`config.mk`:
```
export PLATFORM = sky130hd
export DESIGN_NAME = instruction_fetch
export DESIGN_NICKNAME = d
export VERILOG_FILES = /design/src/rtl/instruction_fetch.sv
export SDC_FILE = /design/constraint.sdc
export NUM_CORES = 1
export LEC_CHECK = 0
export ABC_CLOCK_PERIOD_IN_PS = 2300
export CORE_UTILIZATION = 43
export CTS_CLUSTER_DIAMETER = 100
export DETAILED_ROUTE_END_ITERATION = 10
export PLACE_DENSITY = 0.78
export SYNTH_ARGS = -nofsm -noshare
export SYNTH_HDL_FRONTEND = slang
export SYNTH_SLANG_ARGS = --single-unit
```
`constraint.sdc`:
```
create_clock -name clock -period 2.3 [get_ports clock]
set_clock_uncertainty 0.1 [all_clocks]
set_input_delay 0.69 -clock clock [delete_from_list [all_inputs] [get_ports clock]]
set_output_delay 0.69 -clock clock [all_outputs]
set_load 0.01 [all_outputs]
```
`src/rtl/instruction_fetch.sv`:
```
// Instruction fetch sequencer.
// Drives the memory's address register and byte selector to read each 16-bit
// instruction as two bytes: selector 0 is the opcode, selector 1 is the operand.
// The assembled instruction is offered to the decoder over a valid/ready
// handshake. A decoder redirect replaces the normal +1 advance with an
// absolute load, a forward add or a backward subtract on the address register.

package memory_pkg;
    typedef enum logic [2:0] {
        NOP      = 3'd0,
        READ     = 3'd1,
        WRITE    = 3'd2,
        ABSOLUTE = 3'd3,
        REL_ADD  = 3'd4,
        REL_SUB  = 3'd5
    } memory_op_e;
endpackage

module instruction_fetch
    import memory_pkg::*;
#(
    parameter logic [7:0] RESET_VECTOR = 8'h00
) (
    input  logic        clock,
    input  logic        reset,
    output memory_op_e  mem_op,
    output logic        mem_data_word_selector,
    output logic [7:0]  mem_in,
    input  logic [7:0]  mem_out,
    output logic [15:0] instr,
    output logic        instr_valid,
    input  logic        instr_ready,
    input  logic        redirect_req,
    input  logic [1:0]  redirect_mode,
    input  logic [7:0]  redirect_value,
    output logic        redirect_ack
);

    typedef enum logic [2:0] {
        LOAD     = 3'd0,
        RD0A     = 3'd1,
        RD0B     = 3'd2,
        RD1A     = 3'd3,
        RD1B     = 3'd4,
        HOLD     = 3'd5,
        ADVANCE  = 3'd6,
        REDIRECT = 3'd7
    } fetch_state_e;

    localparam logic [1:0] MODE_ABS  = 2'b00;
    localparam logic [1:0] MODE_FWD  = 2'b01;
    localparam logic [1:0] MODE_BACK = 2'b10;
    localparam logic [1:0] MODE_RSVD = 2'b11;

    fetch_state_e state_r;
    fetch_state_e next_state_s;
    logic [1:0]   mode_r;
    logic [7:0]   value_r;
    logic [15:0]  instr_r;

    memory_op_e   mem_op_s;
    logic         selector_s;
    logic [7:0]   mem_in_s;
    logic         valid_s;
    logic         ack_s;
    logic         accept_s;
    logic         take_redirect_s;

    // Handshake qualification: a redirect is honoured only on an accepting handshake with a non-reserved mode.
    always_comb begin
        accept_s        = valid_s && instr_ready;
        take_redirect_s = accept_s && redirect_req && (redirect_mode != MODE_RSVD);
    end

    // Next-state sequencing through load, the four read cycles, hold and the address update.
    always_comb begin
        next_state_s = state_r;
        case (state_r)
            LOAD:     next_state_s = RD0A;
            RD0A:     next_state_s = RD0B;
            RD0B:     next_state_s = RD1A;
            RD1A:     next_state_s = RD1B;
            RD1B:     next_state_s = HOLD;
            HOLD: begin
                if (take_redirect_s) begin
                    next_state_s = REDIRECT;
                end else if (accept_s) begin
                    next_state_s = ADVANCE;
                end else begin
                    next_state_s = HOLD;
                end
            end
            ADVANCE:  next_state_s = RD0A;
            REDIRECT: next_state_s = RD0A;
            default:  next_state_s = LOAD;
        endcase
    end

    // Memory-side and handshake outputs decoded from the state register; forced idle while reset is held.
    always_comb begin
        mem_op_s   = NOP;
        selector_s = 1'b0;
        mem_in_s   = 8'h00;
        valid_s    = 1'b0;
        ack_s      = 1'b0;
        if (reset) begin
            mem_op_s = NOP;
        end else begin
            case (state_r)
                LOAD: begin
                    mem_op_s = ABSOLUTE;
                    mem_in_s = RESET_VECTOR;
                end
                RD0A, RD0B: begin
                    mem_op_s = READ;
                end
                RD1A, RD1B: begin
                    mem_op_s   = READ;
                    selector_s = 1'b1;
                end
                HOLD: begin
                    valid_s = 1'b1;
                end
                ADVANCE: begin
                    mem_op_s = REL_ADD;
                    mem_in_s = 8'h01;
                end
                REDIRECT: begin
                    ack_s = 1'b1;
                    case (mode_r)
                        MODE_ABS: begin
                            mem_op_s = ABSOLUTE;
                            mem_in_s = value_r;
                        end
                        MODE_FWD: begin
                            mem_op_s = REL_ADD;
                            mem_in_s = value_r;
                        end
                        MODE_BACK: begin
                            mem_op_s = REL_SUB;
                            mem_in_s = value_r;
                        end
                        default: begin
                            mem_op_s = NOP;
                            mem_in_s = 8'h00;
                        end
                    endcase
                end
                default: begin
                    mem_op_s = NOP;
                end
            endcase
        end
    end

    // State register.
    always_ff @(posedge clock) begin
        if (reset) begin
            state_r <= LOAD;
        end else begin
            state_r <= next_state_s;
        end
    end

    // Latch the redirect request at the accepting handshake so it survives until the REDIRECT cycle.
    always_ff @(posedge clock) begin
        if (reset) begin
            mode_r  <= 2'b00;
            value_r <= 8'h00;
        end else if (take_redirect_s) begin
            mode_r  <= redirect_mode;
            value_r <= redirect_value;
        end else begin
            mode_r  <= mode_r;
            value_r <= value_r;
        end
    end

    // Capture opcode at the end of RD0B and operand at the end of RD1B; reset discards any partial word.
    always_ff @(posedge clock) begin
        if (reset) begin
            instr_r <= 16'h0000;
        end else if (state_r == RD0B) begin
            instr_r[15:8] <= mem_out;
        end else if (state_r == RD1B) begin
            instr_r[7:0] <= mem_out;
        end else begin
            instr_r <= instr_r;
        end
    end

    assign mem_op                 = mem_op_s;
    assign mem_data_word_selector = selector_s;
    assign mem_in                 = mem_in_s;
    assign instr                  = instr_r;
    assign instr_valid            = valid_s;
    assign redirect_ack           = ack_s;

endmodule

```
==> summary.md <==
| Metric | Value |
|---|---|
| Setup WS post-layout | -36.1 ps |
| Worst-Skew Late Latency | 330 ps |
| Seq cells post-synth | 29 |
| RR Startpoint | state_r[1] |
| Final setup fails | 3 |
| Fin crit share | 102% |
| Max cap viols | 0 |
| CP startpoint | mode_r[1] |
| Worst Max-Slew Pin Slew | 287 ps |
| Post-Synth Simple-Gate Area | 20.8% |
| Adder-Cell Fraction of Synth Area | 3.65% |
| Commonest non-fill, non-tap cells in the layout | clkdlybuf4s50_1, dfxtp_1, nor2_1 |
| Core Region | 3030 um2 |
| First drt pass iteration count | 4 |
| Syn_nets | 173 |
| Yosys warnings | 0 |
| Synthesized area | 1370 um2 |
| Remaining global-route overflow | 0 |
| Pwr dens | 534 nW/um2 |
| First-pass GRT wire length | 5690 um |
| CP dominant cell by count | buf_6 |
| Sink Count | 29 |
| Detail Placement HPWL | 2590 um |
| Cells on worst reg2reg path | 5 |
| Wire per inst | 14.0 um |
| Worst hold start | value_r[0] |
| Ranking of synthesized cells by area | dfxtp_1, mux2i_1, nor2_1 |
| HP Class | register to register |
| Post-synth EDFFs | 0 |
| Post-synth ARST share | 0% |
| Setup slack, reg-to-reg | 570 ps |
| Vias in the first global route | 1,363 |
| Final hold slack | 389 ps |
| Syn Inst Count | 147 |
| Largest family of logic cells by synthesized area | simple AND/OR/NAND/NOR gates |
| DRT iter0 DRCs | 62 |
| Die height | 58.4 um |
| Failing checks | negative setup slack |
| Ratio of cells with drive above 1 in the final layout | 29.3% |
| Final Hold Fails | 0 |
| R2r endpoint | value_r[7] |
| Pin count of the biggest net entering global routing | 27 |
| Fin. max-slew vios | 0 |
| Port Buffer Count | 51 |
| Final total power | 1.14 mW |
| Number of CTS-inserted buffers | 5 |
| Post-synth top flop | dfxtp_1 |
| CP max FO | 7 |
| Number of distinct library cells after synthesis | 33 |
| Total global-route track usage | 22.3% |
| Starting Density | 45.2% |
| Synth-to-Final Area Change | 55.7% |
| Compound-Gate Fraction of Synth Area | 12.5% |
| Post-route ant nets | 0 |
| Fmax | 428 MHz |
| Hold Path Depth | 2 |
| Period minus WS final | 2340 ps |
| RSZ-0062 raised after global routing | yes |
| Initial antenna violation count | 0 |
| Synth Area in XOR/XNOR | 0% |
| Post-CTS Hold Fix Bufs | 0 |
| IO Pins | 52 |
| Most common cell after layout, fill and taps aside | clkdlybuf4s50_1 |
| Final WL | 3620 um |
| CP endpoint kind | output pin |
| Largest buffer count on any clock path | 2 |
| CTS tree | yes |
| Final Core Density | 70.5% |
| Leakage power | 0.831 nW |
| Slew Limit Headroom | 80.9% |
| Final #Nets | 240 |
| Status | complete, but fails checks |
| Vias | 1,325 |
| CTS root buffer | clkbuf_4 |
| Synth area leader | dfxtp_1 |
| GPL Wtd Cong | 0.778 |
| CP arrival | 1550 ps |
| CP peak stage delay | 350 ps |
| Hold endpoint | value_r[0] |
| Crit path max-delay cell type | dfxtp_2 |
| WS Path Type | register to output pin |
| Mux cell area share after synthesis | 13.3% |
| Die Wd | 58.4 um |
| # fillers | 250 |
| Routed vias/inst | 5.12 |
| Die footprint | 3420 um2 |
| CP Launch Type | register |
| Deepest level of the CTS H-tree | 2 |
| FP Rows | 20 |
| Critical-path cell list | ha_2 > nor3_4 > buf_6 > buf_6 > and2_4 > buf_6 |
| Number of remaining DRC errors | 0 |
| Data required, critical path | 1510 ps |
| Post-synthesis sequential area ratio | 42.4% |
| Post-synth top area share | 42.4% |
| Synth Area per Inst | 9.32 um2 |
| Clk pin slew, worst setup/hold paths | 90 ps |
| VDD IR max | 398 uV |
| Diode count | 0 |
-- registers in the layout, indices dropped and copies added, names as in the netlist --
name / count
instr: 16
value_r: 8
state_r: 3
mode_r: 2
-- worst max-delay path by stage --
stage / cells past startpoint / end / slack [ps]
floorplan: 4 / mem_in[1] / 30
finish: 6 / mem_in[6] / -40
global route: 6 / mem_in[6] / -90
global placement: 5 / mem_in[0] / -760
detailed placement: 6 / mem_in[5] / -780
CTS: 7 / mem_in[6] / -30
-- through the flow --
stage | cells | setup TNS [ps] | cell area [um2] | worst slack (ps)
6_report | 259 | -41.4 | 2130 | -36.1
5_1_grt | 259 | -456 | 2130 | -87.4
4_1_cts | 259 | -45.8 | 2120 | -32.9
3_5_place_dp | 249 | -10000 | 2010 | -784
3_3_place_gp | 249 | -9720 | 2010 | -760
2_1_floorplan | 147 | 0 | 1370 | 31.4
-- worst max-delay path, delay by kind of cell (launching register included) --
| family | cells | cell delay, ps |
|---|---|---|
| buffers and inverters | 3 | 310 |
| AND/OR/NAND/NOR | 2 | 340 |
| flip-flops | 1 | 350 |
| adder cells (fa/ha/maj) | 1 | 220 |
-- cell families after synthesis --
group           count (synthesis)
fa+ha+maj                       4
flops                          29
simple gates                   51
buf+inv                        19
mux                            18
compound gates                 26
-- where the power goes --
part,switching (mW),internal [mW]
clock,0.174,0.259
sequential,0.0132,0.516
combinational,0.0766,0.0993
-- per-layer routing --
| metal | global-route usage [%] | up-vias | wire, um |
|---|---|---|---|
| met2 | 44.0 | 52 | 1920 |
| met4 | 11.9 | 0 | 95 |
| met5 | 0 | - | 0 |
| met1 | 20.9 | 614 | 1400 |
| met3 | 5.05 | 10 | 214 |
| li1 | - | 649 | - |
-- final cells by class --
class / count / area (um2) / share of cell area, %
clock buffer: 7 / 55.1 / 2.58
clock inverter: 1 / 30.0 / 1.41
inverter: 7 / 26.3 / 1.23
tap: 44 / 55.1 / 2.58
sequential: 29 / 592 / 27.7
multi-input combinational: 99 / 749 / 35.1
timing repair buffer: 72 / 626 / 29.3
-- cells in the mapped netlist, drive strengths merged (2+ instances only) --
master	number
dfxtp	29
nor2	19
mux2i	16
a21oi	12
buf	9
nand4	9
o31ai	8
and2	7
inv	7
ha	4
clkbuf	3
nand2b	3
mux2	2
nand2	2
nor2b	2
nor3	2
nor3b	2
-- repair_timing --
action                                  CTS  global route
buffers inserted                          2             0
endpoints found under the hold margin     0             0
gates resized for setup                  66            10
endpoints found under the setup margin   14            13
pin swaps                                 3             3
Note: power is estimated with default switching activity, not from simulation.
